--- src/rtl/seg_scan_ctrl.sv ---
// Four-digit seven-segment scan scheduler with blanking gaps and a frame-aligned shadow register.
// Optional leading-zero blanking is enabled by defining SEG_SCAN_LZB_EN.
module seg_scan_ctrl #(
    parameter int DWELL_CYCLES = 1024,
    parameter int BLANK_CYCLES = 16
) (
    input  logic        clk,
    input  logic        reset_n,
    input  logic [15:0] in_data,
    input  logic        in_valid,
    output logic        in_ready,
    output logic [3:0]  an,
    output logic [3:0]  digit,
    output logic        frame_done
);

    localparam int MAXC = (DWELL_CYCLES > BLANK_CYCLES) ? DWELL_CYCLES : BLANK_CYCLES;
    localparam int CW   = (MAXC > 1) ? $clog2(MAXC) : 1;
    localparam logic [CW-1:0] BLANK_LAST = CW'(BLANK_CYCLES - 1);
    localparam logic [CW-1:0] SHOW_LAST  = CW'(DWELL_CYCLES - 1);

    typedef enum logic {
        ST_BLANK = 1'b0,
        ST_SHOW  = 1'b1
    } state_e;

    state_e        state_q, state_d;
    logic [CW-1:0] cnt_q, cnt_d;
    logic [1:0]    idx_q, idx_d;
    logic [15:0]   active_q, active_d;
    logic [15:0]   pending_q, pending_d;
    logic          pend_full_q, pend_full_d;
    logic          in_ready_q, in_ready_d;
    logic [3:0]    an_q, an_d;
    logic [3:0]    digit_q, digit_d;
    logic          frame_done_q, frame_done_d;

    logic          boundary;
    logic          accept;
    logic          lit;

    // Handshake: a word transfers on any rising edge where in_valid and in_ready are both high.
    assign accept = in_valid && in_ready_q;

    always_comb begin
        state_d     = state_q;
        cnt_d       = cnt_q + CW'(1);
        idx_d       = idx_q;
        active_d    = active_q;
        pending_d   = pending_q;
        pend_full_d = pend_full_q;
        boundary    = 1'b0;

        case (state_q)
            ST_BLANK: begin
                if (cnt_q == BLANK_LAST) begin
                    state_d = ST_SHOW;
                    cnt_d   = '0;
                end
            end
            ST_SHOW: begin
                if (cnt_q == SHOW_LAST) begin
                    state_d  = ST_BLANK;
                    cnt_d    = '0;
                    idx_d    = idx_q + 2'd1;
                    boundary = (idx_q == 2'd3);
                end
            end
            default: begin
                state_d = ST_BLANK;
                cnt_d   = '0;
            end
        endcase

        // An accept can only happen while the shadow is empty, so the two arms never collide.
        if (boundary && pend_full_q) begin
            active_d    = pending_q;
            pend_full_d = 1'b0;
        end else if (accept) begin
            pending_d   = in_data;
            pend_full_d = 1'b1;
        end

`ifdef SEG_SCAN_LZB_EN
        case (idx_d)
            2'd0:    lit = 1'b1;
            2'd1:    lit = |active_d[15:4];
            2'd2:    lit = |active_d[15:8];
            default: lit = |active_d[15:12];
        endcase
`else
        lit = 1'b1;
`endif

        // Outputs are derived from next state so the registered copies line up with state_q.
        an_d         = 4'b1111;
        digit_d      = digit_q;
        if (state_d == ST_SHOW) begin
            digit_d = active_d[{idx_d, 2'b00} +: 4];
            if (lit) begin
                an_d = ~(4'b0001 << idx_d);
            end
        end
        frame_done_d = (state_d == ST_SHOW) && (idx_d == 2'd3) && (cnt_d == SHOW_LAST);
        in_ready_d   = ~pend_full_d;
    end

    always_ff @(posedge clk) begin
        if (!reset_n) begin
            state_q      <= ST_BLANK;
            cnt_q        <= '0;
            idx_q        <= 2'd0;
            active_q     <= 16'h0000;
            pending_q    <= 16'h0000;
            pend_full_q  <= 1'b0;
            in_ready_q   <= 1'b0;
            an_q         <= 4'b1111;
            digit_q      <= 4'h0;
            frame_done_q <= 1'b0;
        end else begin
            state_q      <= state_d;
            cnt_q        <= cnt_d;
            idx_q        <= idx_d;
            active_q     <= active_d;
            pending_q    <= pending_d;
            pend_full_q  <= pend_full_d;
            in_ready_q   <= in_ready_d;
            an_q         <= an_d;
            digit_q      <= digit_d;
            frame_done_q <= frame_done_d;
        end
    end

    assign in_ready   = in_ready_q;
    assign an         = an_q;
    assign digit      = digit_q;
    assign frame_done = frame_done_q;

endmodule

--- config.mk ---
export PLATFORM = sky130hd
export DESIGN_NAME = seg_scan_ctrl
export DESIGN_NICKNAME = d
export VERILOG_FILES = /design/src/rtl/seg_scan_ctrl.sv
export SDC_FILE = /design/constraint.sdc
export NUM_CORES = 1
export LEC_CHECK = 0
export ABC_CLOCK_PERIOD_IN_PS = 4900
export BUFFER_PORTS_ARGS = -buffer_cell sky130_fd_sc_hd__buf_4
export CAP_MARGIN = 15
export CORE_ASPECT_RATIO = 2
export CORE_MARGIN = 5
export CORE_UTILIZATION = 57
export DETAILED_ROUTE_END_ITERATION = 10
export PLACE_DENSITY = 0.75
export SYNTH_ARGS = -nofsm -noshare
export SYNTH_HDL_FRONTEND = slang
export SYNTH_SLANG_ARGS = --single-unit
--- constraint.sdc ---
create_clock -name clk -period 4.9 [get_ports clk]
set_input_delay 0 -clock clk [delete_from_list [all_inputs] [get_ports clk]]
set_output_delay 0 -clock clk [all_outputs]
set_load 0.01 [all_outputs]
==> out/summary.md <==
Port buffering added 28 buffers. Global routing consumed, over all layers together, 18.0% of the routing resources. For this design the total switching power over the nets is 0.172 mW. Grouping stages by cell kind, the critical path spends the most delay in simple AND/OR/NAND/NOR gates. Setup violations remaining at the end of the flow were counted as 0.

The aggregate global routing overflow was 0; the first-pass GRT wire length was 8010 um. Vertical extent of the die: 101 um. At the end of routability-driven placement, the weighted congestion stood at 0.777. The startpoint identified for the worst register-to-register timing path is cnt_q[0]. The maximum operating frequency came out at 434 MHz. Synthesis-to-finish area growth: 18.3%. The number of hold violations in the final report was 0; the per-cell via count in the routed design was 5.45.

For this design the static power due to leakage is 1.14 nW. The die is 55.6 um wide. In this run, the clock network consumes 32.8% of the power. The number of storage elements in the synthesis netlist is 56, and the worst path required time is 5090 ps. Combinational logic is responsible for 6.7% of the overall power. The worst path in the final design needs a cycle of 2310 ps, including I/O delays and setup.

The setup TNS came out at 0 ps. After detailed routing, the number of remaining DRC violations is 0. Detailed placement finished with a half-perimeter wire length of 3340 um. The end of the critical path was pending_q[1]. By area the synthesized netlist is led by dfxtp_1, mux2i_1, nand2_1, nor2b_1, o22a_1.

Clock root buffer: clkbuf_8. The tools report the max-slew violation count as 0. The starting density of the core is 58.0%. Counting flops with an async set or reset pin after synthesis yields a share of 0%. The commonest cells after synthesis are dfxtp_1, nand2_1, mux2i_1, nor2b_1, nor2_1. In this run the critical register-to-register path is captured at pending_q[1].

For the sequential share of power, the log shows 60.5%. For the worst setup path, the data arrival time is 2500 ps. The number of cells after detailed placement is 319. Internal power comes to 0.608 mW. The tightest min-delay check is of the primary input to flop type. Of the synthesized area, sequential elements account for 47.3%.

The startpoint of the lowest-slack hold path was in_valid. Synthesis instantiated 36 different standard cells from the library. The maximum clock path buffer count was 2; the instance count on the critical path was 6.

The category of the critical setup timing path is flop to flop. On the critical path, the stage with the largest delay is an instance of or4_4. In this run the worst path has a maximum fanout of 19. The number of nets in the layout is 311.

Summed over all instances, the cell type with the most area after synthesis is dfxtp_1. The routed layout has 1870 vias. The net count after synthesis came out at 275. The tree built by TritonCTS fans out to 56 sinks. Dividing the final minimum period by the clock period gives 47.1%. The tools report the sort of element at the end of the critical path as a flop. The H-tree depth was 2; the iteration-0 DRC count of the detailed router was 43. The area of the core was 4090 um^2. TritonCTS built the clock tree.

Entering global routing, the biggest net connects 47 pins. The tools report the number of iterations in the first detailed-routing pass as 4. Of the cells placed in the final design, the portion with a size suffix greater than 1 is 13.7%. The clock arrives with 7.70 ps of skew. Leading cell type by number of instances after synthesis: dfxtp_1. Counting both buffers and inverters, the worst setup path holds a total of 0. The number of cells on the worst reg-to-reg path is 6. The average wire length per cell after detail routing was 13.8 um. The flow ran to the end, and the final reports show no timing, DRC or antenna violations.

Total power for the finished layout comes to 0.780 mW. The floorplan has 33 rows. Startpoint kind of the worst setup timing path: a flop.

The repair_antennas step left the layout with diodes totalling 0. Across the run, the number of max-cap violations was 0. The number of antenna violations at the first check in global routing came out at 0. The CTS buffer count came out at 5. The switching share of power was 22.0%; the portion of synthesized cell area occupied by the leading cell type was 47.3%. Walking the worst path, the cells encountered are ha_1 > nand3_2 > or4_4 > and3_1 > nand2_1 > a21boi_0. Counting flops with a built-in enable in the synthesized netlist gives 0. For the pin with the worst max-slew slack, the measured transition is 610 ps. The boundary pin count was 29; the total wire length after detailed routing was 4740 um.

Setup repair after global routing left no endpoint under its margin. Post-synthesis average cell area: 9.34 um^2. Yosys printed 0 warnings. The via count of the first global-routing pass came out at 1758. The peak supply drop was 324 uV. After the flow finishes, the layout carries non-filler instances totaling 343. The die covers 5630 um^2. The worst pin sits at a relative slew slack of 59.1%. The timing startpoint of the critical path was cnt_q[0].

For the remaining number of nets flagged by the antenna check after routing, the log shows 0. After clock tree synthesis, the clock-pin slew on the worst setup and hold paths is 100 ps. Once routing completed, OpenROAD measured the worst setup slack at 2590 ps. In this run the cell area of the synthesized design comes to 2370 um^2. The most used flip-flop cell after synthesis is dfxtp_1. The final hold slack was 52.1 ps; the highest cell delay on the worst timing path was 720 ps. The total power divided by cell area was 278 nW/um^2; the post-CTS setup buffer count was 0. The setup slack on the worst flop-to-flop path came out at 2590 ps.

Prior to clock tree synthesis, the placed netlist has a worst setup slack of 2590 ps. The tools report the number of instances in the synthesized netlist as 254. The clock reaches the later pin of the worst-skew pair after 310 ps.
## logic make-up (layout without fill, tap and decap cells)
group / after synthesis / after routing / share of synthesized area, %
AND/OR/NAND/NOR: 106 / 106 / 23.0
buffers and inverters: 19 / 56 / 4.59
adder cells (fa/ha/maj): 2 / 2 / 1.05
XOR/XNOR: 7 / 7 / 2.58
multiplexers: 18 / 18 / 7.59
AO/OA/AOI/OAI: 46 / 46 / 13.9
flip-flops: 56 / 56 / 47.3
## cell type report
| type | count | area, um^2 |
|---|---|---|
| Clock buffer | 6 | 82.6 |
| Clock inverter | 2 | 10.0 |
| Fill cell | 315 | 1280 |
| Inverter | 4 | 15.0 |
| Multi-Input combinational cell | 179 | 1140 |
| Sequential cell | 56 | 1120 |
| Tap cell | 52 | 65.1 |
| Timing Repair Buffer | 44 | 370 |
## cell usage in the layout (no fill, tap or decap), types with 9 or more instances in the layout
cell type,netlist,routed
nor2b_1,18,18
a21boi_0,9,9
nor2_1,14,14
nand2_1,40,40
dlygate4sd3_1,0,16
mux2i_1,18,18
a21boi_1,10,10
o22a_1,9,9
dfxtp_1,56,56
buf_4,3,28
## worst min path at each step
stage                    end  slack [ps]  depth (start not counted)
2_1_floorplan  pending_q[10]         130                          2
3_3_place_gp   pending_q[14]         250                          3
3_5_place_dp   pending_q[14]         260                          3
4_1_cts             in_ready          40                          4
5_1_grt             in_ready          50                          4
6_report            in_ready          50                          4
## what timing repair did
action / 4_1_cts / 5_1_grt
endpoints found under the hold margin: 16 / 0
hold buffers: 16 / 0
gates resized for setup: 0 / 0
## per-layer routing
metal | track usage [%] | up-vias | share of wire (%) | wire (um)
met5 | 0 | - | 0 | 0
met4 | 9.74 | 0 | 3.1 | 147
met3 | 3.83 | 12 | 4.0 | 192
met2 | 32.8 | 46 | 54 | 2560
met1 | 19.0 | 868 | 39 | 1850
li1 | - | 944 | - | -
## per-stage QoR
stage	util (%)	instance area (um^2)
3_5_place_dp	62.5	2550
4_1_cts	68.7	2810
3_3_place_gp	62.5	2550
2_1_floorplan	-	2370
5_1_grt	68.7	2810
6_report	68.7	2810
## state kept, by name, indices dropped and copies added, names as in the netlist
signal       cells
active_q        16
pending_q       16
cnt_q           10
an               4
digit            4
idx_q            2
frame_done       1
in_ready         1
pend_full_q      1
state_q          1
## power groups by stage
stage / logic, mW / registers [mW] / clock network, mW
finish: 0.0523 / 0.471 / 0.256
global route: 0.0579 / 0.473 / 0.278
CTS: 0.0527 / 0.472 / 0.261
detailed placement: 0.0426 / 0.482 / 0
global placement: 0.0416 / 0.482 / 0
floorplan: 0.0261 / 0.481 / 0
## worst reg2reg max path: stages, from the launching register on
cell,delay [ps]
dfxtp_1,400
ha_1,240
nand3_2,130
or4_4,720
and3_1,460
nand2_1,160
a21boi_0,90
Power figures use the tool's default switching activity.
